File: src/rtl/note_sequencer_if.sv
// Bus bundle between the note sequencer and its controller: table write port,
// playback controls and the divider-facing outputs.
interface note_sequencer_if #(
    parameter int N      = 8,
    parameter int DUR_W  = 8,
    parameter int ADDR_W = 4,
    parameter int TDIV_W = 16
);
    logic                 wr_en_i;
    logic [ADDR_W-1:0]    wr_addr_i;
    logic [N+DUR_W:0]     wr_data_i;
    logic                 start_i;
    logic                 stop_i;
    logic                 loop_i;
    logic [TDIV_W-1:0]    tick_div_i;
    logic [N-1:0]         maxval_o;
    logic                 div_rst_o;
    logic                 gate_o;
    logic                 busy_o;
    logic                 done_o;
    logic [ADDR_W-1:0]    addr_o;

    modport master (
        output wr_en_i, wr_addr_i, wr_data_i, start_i, stop_i, loop_i, tick_div_i,
        input  maxval_o, div_rst_o, gate_o, busy_o, done_o, addr_o
    );

    modport slave (
        input  wr_en_i, wr_addr_i, wr_data_i, start_i, stop_i, loop_i, tick_div_i,
        output maxval_o, div_rst_o, gate_o, busy_o, done_o, addr_o
    );
endinterface

File: src/rtl/note_sequencer.sv
// Melody sequencer: steps a programmable note table at a programmable tempo and
// drives the clock divider's compare value, phase-align reset and output gate.
module note_sequencer #(
    parameter int N      = 8,
    parameter int DUR_W  = 8,
    parameter int ADDR_W = 4,
    parameter int TDIV_W = 16
) (
    input logic             clk_i,
    input logic             reset,
    note_sequencer_if.slave bus
);
    localparam int W = N + DUR_W + 1;

    typedef enum logic [1:0] {S_IDLE, S_FETCH, S_LATCH, S_PLAY} state_t;

    state_t              state;
    logic [W-1:0]        mem [2**ADDR_W];
    logic [W-1:0]        rd_q;
    logic [N-1:0]        maxval_q;
    logic                div_rst_q;
    logic                gate_q;
    logic                done_q;
    logic [ADDR_W-1:0]   addr_q;
    logic [DUR_W-1:0]    dur_q;
    logic [DUR_W-1:0]    tcnt;
    logic                last_q;
    logic [TDIV_W-1:0]   pre;

    logic [N-1:0]        rd_pitch;
    logic [DUR_W-1:0]    rd_dur;
    logic                rd_last;
    logic [DUR_W:0]      dur_eff;
    logic [DUR_W:0]      tcnt_nxt;
    logic                tick;
    logic                note_end;
    logic                at_end;

    // Table is not reset; the read port always follows addr_q so the word
    // fetched in FETCH is ready to be latched in LATCH.
    always_ff @(posedge clk_i) begin
        if (bus.wr_en_i)
            mem[bus.wr_addr_i] <= bus.wr_data_i;
        rd_q <= mem[addr_q];
    end

    assign rd_pitch = rd_q[N-1:0];
    assign rd_dur   = rd_q[N +: DUR_W];
    assign rd_last  = rd_q[W-1];

    // A zero duration still plays for one tick.
    assign dur_eff  = (dur_q == '0) ? (DUR_W+1)'(1) : {1'b0, dur_q};
    assign tcnt_nxt = {1'b0, tcnt} + (DUR_W+1)'(1);
    assign tick     = (pre >= bus.tick_div_i);
    assign note_end = tick && (tcnt_nxt >= dur_eff);
    assign at_end   = last_q || (addr_q == '1);

    always_ff @(posedge clk_i) begin
        if (reset) begin
            state     <= S_IDLE;
            maxval_q  <= '0;
            div_rst_q <= 1'b0;
            gate_q    <= 1'b0;
            done_q    <= 1'b0;
            addr_q    <= '0;
            dur_q     <= '0;
            last_q    <= 1'b0;
            tcnt      <= '0;
            pre       <= '0;
        end else begin
            div_rst_q <= 1'b0;
            done_q    <= 1'b0;
            if (bus.stop_i) begin
                state  <= S_IDLE;
                gate_q <= 1'b0;
            end else begin
                case (state)
                    S_IDLE: begin
                        if (bus.start_i) begin
                            addr_q <= '0;
                            state  <= S_FETCH;
                        end
                    end
                    S_FETCH: begin
                        gate_q <= 1'b0;
                        state  <= S_LATCH;
                    end
                    S_LATCH: begin
                        // Rests keep the previous compare value so the divider
                        // does not see a zero maxval mid-melody.
                        if (rd_pitch != '0)
                            maxval_q <= rd_pitch;
                        gate_q    <= (rd_pitch != '0);
                        dur_q     <= rd_dur;
                        last_q    <= rd_last;
                        div_rst_q <= 1'b1;
                        tcnt      <= '0;
                        pre       <= '0;
                        state     <= S_PLAY;
                    end
                    S_PLAY: begin
                        if (tick) begin
                            pre  <= '0;
                            tcnt <= tcnt_nxt[DUR_W-1:0];
                        end else begin
                            pre  <= pre + TDIV_W'(1);
                        end
                        if (note_end) begin
                            gate_q <= 1'b0;
                            if (!at_end) begin
                                addr_q <= addr_q + ADDR_W'(1);
                                state  <= S_FETCH;
                            end else if (bus.loop_i) begin
                                addr_q <= '0;
                                state  <= S_FETCH;
                            end else begin
                                done_q <= 1'b1;
                                state  <= S_IDLE;
                            end
                        end
                    end
                    default: state <= S_IDLE;
                endcase
            end
        end
    end

    assign bus.maxval_o  = maxval_q;
    assign bus.div_rst_o = div_rst_q;
    assign bus.gate_o    = gate_q;
    assign bus.busy_o    = (state != S_IDLE);
    assign bus.done_o    = done_q;
    assign bus.addr_o    = addr_q;
endmodule

File: src/flat_wrapper.sv
// flat-port wrapper written by rule: the top's interface ports become plain ports
module note_sequencer_flat 
#(
    parameter int N      = 8,
    parameter int DUR_W  = 8,
    parameter int ADDR_W = 4,
    parameter int TDIV_W = 16
)
  (clk_i, reset, bus_wr_en_i, bus_wr_addr_i, bus_wr_data_i, bus_start_i, bus_stop_i, bus_loop_i, bus_tick_div_i, bus_maxval_o, bus_div_rst_o, bus_gate_o, bus_busy_o, bus_done_o, bus_addr_o);
  note_sequencer_if #(.N(N), .DUR_W(DUR_W), .ADDR_W(ADDR_W), .TDIV_W(TDIV_W)) bus_i ();
  input logic clk_i;
  input logic reset;
  input wire logic [$bits(bus_i.wr_en_i)-1:0] bus_wr_en_i;
  input wire logic [$bits(bus_i.wr_addr_i)-1:0] bus_wr_addr_i;
  input wire logic [$bits(bus_i.wr_data_i)-1:0] bus_wr_data_i;
  input wire logic [$bits(bus_i.start_i)-1:0] bus_start_i;
  input wire logic [$bits(bus_i.stop_i)-1:0] bus_stop_i;
  input wire logic [$bits(bus_i.loop_i)-1:0] bus_loop_i;
  input wire logic [$bits(bus_i.tick_div_i)-1:0] bus_tick_div_i;
  output wire logic [$bits(bus_i.maxval_o)-1:0] bus_maxval_o;
  output wire logic [$bits(bus_i.div_rst_o)-1:0] bus_div_rst_o;
  output wire logic [$bits(bus_i.gate_o)-1:0] bus_gate_o;
  output wire logic [$bits(bus_i.busy_o)-1:0] bus_busy_o;
  output wire logic [$bits(bus_i.done_o)-1:0] bus_done_o;
  output wire logic [$bits(bus_i.addr_o)-1:0] bus_addr_o;
  assign bus_i.wr_en_i = bus_wr_en_i;
  assign bus_i.wr_addr_i = bus_wr_addr_i;
  assign bus_i.wr_data_i = bus_wr_data_i;
  assign bus_i.start_i = bus_start_i;
  assign bus_i.stop_i = bus_stop_i;
  assign bus_i.loop_i = bus_loop_i;
  assign bus_i.tick_div_i = bus_tick_div_i;
  assign bus_maxval_o = bus_i.maxval_o;
  assign bus_div_rst_o = bus_i.div_rst_o;
  assign bus_gate_o = bus_i.gate_o;
  assign bus_busy_o = bus_i.busy_o;
  assign bus_done_o = bus_i.done_o;
  assign bus_addr_o = bus_i.addr_o;
  note_sequencer #(.N(N), .DUR_W(DUR_W), .ADDR_W(ADDR_W), .TDIV_W(TDIV_W)) u_core (.clk_i(clk_i), .reset(reset), .bus(bus_i));
endmodule
File: config.mk
export PLATFORM = sky130hd
export DESIGN_NAME = note_sequencer_flat
export DESIGN_NICKNAME = d
export VERILOG_FILES = /design/src/rtl/note_sequencer_if.sv /design/src/rtl/note_sequencer.sv /design/src/flat_wrapper.sv
export SDC_FILE = /design/constraint.sdc
export NUM_CORES = 1
export LEC_CHECK = 0
export ABC_AREA = 1
export CORE_MARGIN = 2
export CORE_UTILIZATION = 40
export DETAILED_ROUTE_END_ITERATION = 10
export PLACE_DENSITY = 0.6
export SYNTH_ARGS = -nofsm -noshare
export SYNTH_HDL_FRONTEND = slang
export SYNTH_SLANG_ARGS = --single-unit
File: constraint.sdc
create_clock -name clk_i -period 3.75 [get_ports clk_i]
set_clock_uncertainty 0.1 [all_clocks]
set_input_delay 0.75 -clock clk_i [delete_from_list [all_inputs] [get_ports clk_i]]
set_output_delay 0.75 -clock clk_i [all_outputs]
set_load 0.01 [all_outputs]
==> results.cfg, run 1 <==
[sta]
tns_ns = 0
finalHoldWorstSlack_ns = 0.357
rsz0062_at_grt = no
setup_viol = 0
slew_headroom_pct = 33.9
hold_viol = 0
setup_slack_ns = 0.911
fin_crit_ns = 2.84
finalCritPeriodShare_pct = 75.7
fmax_mhz = 352
maxSlewViolCount = 0
worst-slew-pin-transition_ns = 0.986

[global_route]
grt_pass1_wl_mm = 50.9
grt_pass1_vias = 8995
grt_max_degree = 93
grtUsageTotal_pct = 18.4
globalRoute.totalOverflow = 0
antenna_found_initial = 2

[status]
status = completed

[placed_design]
dp_hpwl_mm = 19.1
preCtsSetupSlack_ns = 0.716
port_buffers = 58
routabilityCongestion = 0.799
placed_cell_area_sq_mm = 0.0150

[setup_path]
slowest_delay_ns = 0.80
cp_top_family = flip-flops
cp-start-kind = flop
cp_data_arrival_time_ns = 1.99
critical_path_class = reg -> out
end_kind = primary output
cp_cell_sequence = clkdlybuf4s50_1
path_buf_inv = 1
critPathRequiredTime_ns = 2.90
slowest_stage = dfxtp_2
worstPathMaxFanout = 26

[cts]
clkTransAtPathRegs_ns = 0.06
tritoncts = yes
cts_resized = 0
worst_skew_pair.late_latency_ns = 0.52
cts_buffers = 37
clock-sinks = 339
ctsRootBufferMaster = clkbuf_16
cts_setup_buffers = 0
hold_buffers = 0
cts-htree-levels = 2
clk_path_buf_depth = 3

[floorplanning]
die-area_sq_mm = 0.0361
start_util_pct = 40.4
die_w_microns = 190
die_y_microns = 190
core_sq_mm = 0.0343
num_rows = 68
pin_count = 59

[drt]
via_count = 9285
routed_via_density = 5.40
drt-total-wl_mm = 33.2
firstDrtPassIters = 5
drc = 0
drtIter0Drc = 817
wl_per_cell_microns = 19.3
ant_nets = 0

[logic_synthesis]
avgSynthCellArea_sq_um = 11.9
ys_warn_count = 0
synth_area_leader_cell = edfxtp_1
synthesis.nets = 1241
synthCells = 1167
synth_seq_cells = 339
synth_adder_area_share_pct = 2.80
synth_top_area_share_pct = 59.0
async_reset_ff_share_pct = 0
ys_seq_area_share_pct = 68.7
synth_xor_area_share_pct = 1.01
netlist_area_sq_mm = 0.0138
ys_dominant_reg_cell = edfxtp_1
synth-edff-count = 272
synth_mux_area_share_pct = 0
synth_compound_area_share_pct = 12.4
netlist_top_cells_area = edfxtp_1 (59%), dfxtp_1 (9.7%), nor2_1 (5.5%)
ys_types = 37
synth_top_family_by_area = compound AO/OA/AOI/OAI gates
synthTopCellsByCount = edfxtp_1 (272), nor2_1 (203), o21ai_0 (136)
yosysMostFrequentCell = edfxtp_1
yosys.area_share.simple_pct = 11.3

[layout]
nNetsFinal = 1308
n_antenna_cell = 0
syn_to_final_growth_pct = 16.6
drive_above_1_share_pct = 9.82
final_design_area_no_fill_sq_mm = 0.0161
fillers = 3082

[worst_hold_path]
hp-class = reg -> reg

[job]
cap_violations = 0

[pwr]
powerDensity_mw_per_mm2 = 504
power_leakage_nw = 5.57
vdd_ir_drop_max_v = 0.000330
-- cell type report --
class / count / area [sq um] / area share (%)
clock buffers: 46 / 990 / 6.13
clock inverters: 22 / 134 / 0.830
inverters: 69 / 262 / 1.62
multi-input cells: 699 / 3850 / 23.9
flip-flops and latches: 339 / 9520 / 59.0
well taps: 455 / 569 / 3.53
repair buffers: 88 / 818 / 5.07
-- layer usage --
| layer | vias up | share of wire (%) | global-route usage (%) |
|---|---|---|---|
| li1 | 4378 | - | - |
| met1 | 4549 | 46 | 26.0 |
| met2 | 298 | 46 | 29.2 |
| met3 | 60 | 6.0 | 2.77 |
| met4 | 0 | 2.3 | 5.69 |
| met5 | - | 0 | 0 |
-- stage by stage --
step                total power [mW]  util, %  std cells
floorplan                       4.61        -       1167
global placement                4.86     43.8       1650
detailed placement              4.87     43.8       1650
CTS                             8.19     47.1       1718
global route                    8.41     47.1       1718
finish                          8.14     47.1       1718
-- cells by family (layout without fill, tap and decap cells) --
group                      count (synthesis)  in the layout
xor gates and xnor gates                  16             16
DFF                                      339            339
adders and majority gates                 31             31
buffers and inverters                    129            225
and+or+nand+nor                          364            364
AOI/OAI and AO/OA                        288            288
-- flip-flops by register name (all words and copies together), names as in the netlist, 2 cells and up --
signal	count
u_core.mem	272
u_core.rd_q	17
u_core.pre	16
u_core.bus.maxval_o	8
u_core.dur_q	8
u_core.tcnt	8
u_core.bus.addr_o	4
u_core.state	2
-- where the power goes --
part | switching [mW] | leakage, nW | internal [mW] | total (mW)
logic | 0.368 | 2.02 | 0.186 | 0.554
registers | 0.0714 | 3.01 | 4.17 | 4.24
clock network | 1.45 | 0.543 | 1.89 | 3.35
total | 1.89 | 5.57 | 6.25 | 8.14
-- cell usage in the layout, fill, tap and decap left out, types with 31 or more instances in the layout --
cell type	count
edfxtp_1	272
nor2_1	187
o21ai_0	136
nand2_1	88
dfxtp_1	64
inv_1	59
clkdlybuf4s50_1	58
o221ai_1	47
clkbuf_16	37
nand3_1	34
ha_1	31
-- worst paths after layout --
check | start | cells after the start | slack [ns] | end
min | u_core.last_q | 2 | 0.36 | u_core.last_q
min reg2reg | u_core.last_q | 2 | 0.36 | u_core.last_q
max | u_core.bus.addr_o[2] | 1 | 0.91 | bus_addr_o[2]
max reg2reg | u_core.tcnt[0] | 17 | 1.17 | u_core.bus.addr_o[3]
-- worst register-to-register path, cell delays in order (launching register included) --
cell	delay [ns]
dfxtp_1	0.47
ha_1	0.24
nand3_1	0.15
nor2_2	0.15
xor2_1	0.24
ha_1	0.29
nand2_1	0.07
inv_1	0.04
nand2_1	0.06
nand2_1	0.06
nand2_1	0.06
nand2_1	0.09
nand2_2	0.10
nand2_4	0.09
nand3_4	0.12
nand2_1	0.06
nand2_1	0.08
nor2_1	0.04
Note: power is estimated with default switching activity, not from simulation.
==> inputs of run 2 (changes only) <==
Clock period 3.75 ns to 2.9 ns, I/O delays scaled along.
==> run 2 against run 1 <==
Against the previous run: non-clock buffer count up 7; routed wire length down 1.9%; setup slack worse by 0.51 ns; sequential cell count unchanged; via count down 2.5%; die area unchanged; sequential power up 29%.
==> results.cfg, run 2 (synthesized netlist as in run 1, its figures left out) <==
[status]
status = completed

[floorplanning]
die-area_sq_mm = 0.0361
pin_count = 59
die_w_microns = 190
num_rows = 68
core_sq_mm = 0.0343
die_y_microns = 190
start_util_pct = 40.4

[cts]
worst_skew_pair.late_latency_ns = 0.53
ctsRootBufferMaster = clkbuf_16
cts_buffers = 37
cts_setup_buffers = 0
clock-sinks = 339
tritoncts = yes
hold_buffers = 0
clk_path_buf_depth = 3
clkTransAtPathRegs_ns = 0.06
cts_resized = 0
cts-htree-levels = 2

[placed_design]
port_buffers = 58
dp_hpwl_mm = 18.6
routabilityCongestion = 0.793
placed_cell_area_sq_mm = 0.0151
preCtsSetupSlack_ns = 0.114

[sta]
maxSlewViolCount = 0
slew_headroom_pct = 45.6
fmax_mhz = 400
finalCritPeriodShare_pct = 86.1
setup_viol = 0
fin_crit_ns = 2.50
rsz0062_at_grt = no
tns_ns = 0
worst-slew-pin-transition_ns = 0.816
setup_slack_ns = 0.403
hold_viol = 0

[worst_hold_path]
hp-class = reg -> reg

[drt]
ant_nets = 0
highest_layer = met4
via_count = 9055
met1_length_mm = 15.4
firstDrtPassIters = 5
wl_met2_mm = 14.7
drt-total-wl_mm = 32.6
drc = 0
wl_met3_mm = 1.88
wl_per_cell_microns = 18.9
drtIter0Drc = 822
routed_via_density = 5.25

[pwr]
power_leakage_nw = 5.68
vdd_ir_drop_max_v = 0.000400
powerDensity_mw_per_mm2 = 665
p_total_mw = 10.9

[setup_path]
cp-start-kind = flop
cp_data_arrival_time_ns = 1.82
end_kind = primary output
worstPathMaxFanout = 5
critical_path_class = reg -> out
critPathRequiredTime_ns = 2.22

[layout]
final_design_area_no_fill_sq_mm = 0.0163
top_register = u_core.mem
drive_above_1_share_pct = 10.8
final_common_cell = edfxtp_1
syn_to_final_growth_pct = 18.0
largest_reg_flops = 272
final_cell_mix = edfxtp_1 (272), nor2_1 (187), o21ai_0 (136)
final_util_pct = 47.6
multiInputGateArea_sq_mm = 0.00385
final-seq-area_sq_mm = 0.00952
n_antenna_cell = 0
nNetsFinal = 1315
fillers = 3077
reg.largest.list = u_core.mem x272, u_core.rd_q x17, u_core.pre x16

[global_route]
grt_pass1_wl_mm = 50.2
grtUsageTotal_pct = 18.2
grt_pass1_vias = 8765
grt_max_degree = 138
antenna_found_initial = 0
globalRoute.totalOverflow = 0

[job]
cap_violations = 0
==> run 2: cell types whose count changed in the layout (fill, tap and decap cells not counted), moves of 2 or more <==
cell / previous run / this run
clkinv_1: 14 / 2
clkinv_2: 2 / 8
clkbuf_1: 6 / 11
buf_12: 1 / 5
buf_4: 29 / 32
bufinv_16: 0 / 3
inv_6: 3 / 0
clkinv_4: 2 / 0
==> run 2: layout make-up <==
cell class,count,area share [%]
clock buffers,52,6.33
clock inverters,15,1.11
inverters,69,1.60
multi-input cells,699,23.6
flip-flops and latches,339,58.3
well taps,455,3.49
repair buffers,95,5.64
==> run 2: stage by stage <==
| step | hold WS, ns | instances |
|---|---|---|
| global placement | 0.343 | 1657 |
| detailed placement | 0.351 | 1657 |
| floorplan | 0.330 | 1167 |
| CTS | 0.359 | 1724 |
| global route | 0.383 | 1724 |
| finish | 0.353 | 1724 |
==> run 2: path summary, 6_finish.rpt <==
check	cells after the start	slack (ns)	start	to
hold / removal	2	0.35	u_core.last_q	u_core.last_q
setup / recovery	4	0.40	u_core.state[0]	bus_busy_o
hold reg to reg	2	0.35	u_core.last_q	u_core.last_q
setup reg to reg	18	0.59	u_core.tcnt[1]	u_core.bus.addr_o[0]
==> run 2: per-layer routing <==
layer,global-route usage [%],vias up
met4,4.77,0
met2,28.6,238
met1,26.3,4380
li1,-,4392
met5,0,-
met3,3.12,45
==> run 2: report_power, final <==
group	internal, mW	switching, mW	total [mW]
Sequential	5.39	0.0567	5.45
Clock	2.78	1.87	4.65
Combinational	0.255	0.504	0.759
==> run 2: worst max-delay path, cell delays in order, from the launching register on <==
cell and delay, ns:
dfxtp_1 0.40, inv_1 0.10, ha_1 0.22, inv_1 0.06
clkdlybuf4s50_1 0.52
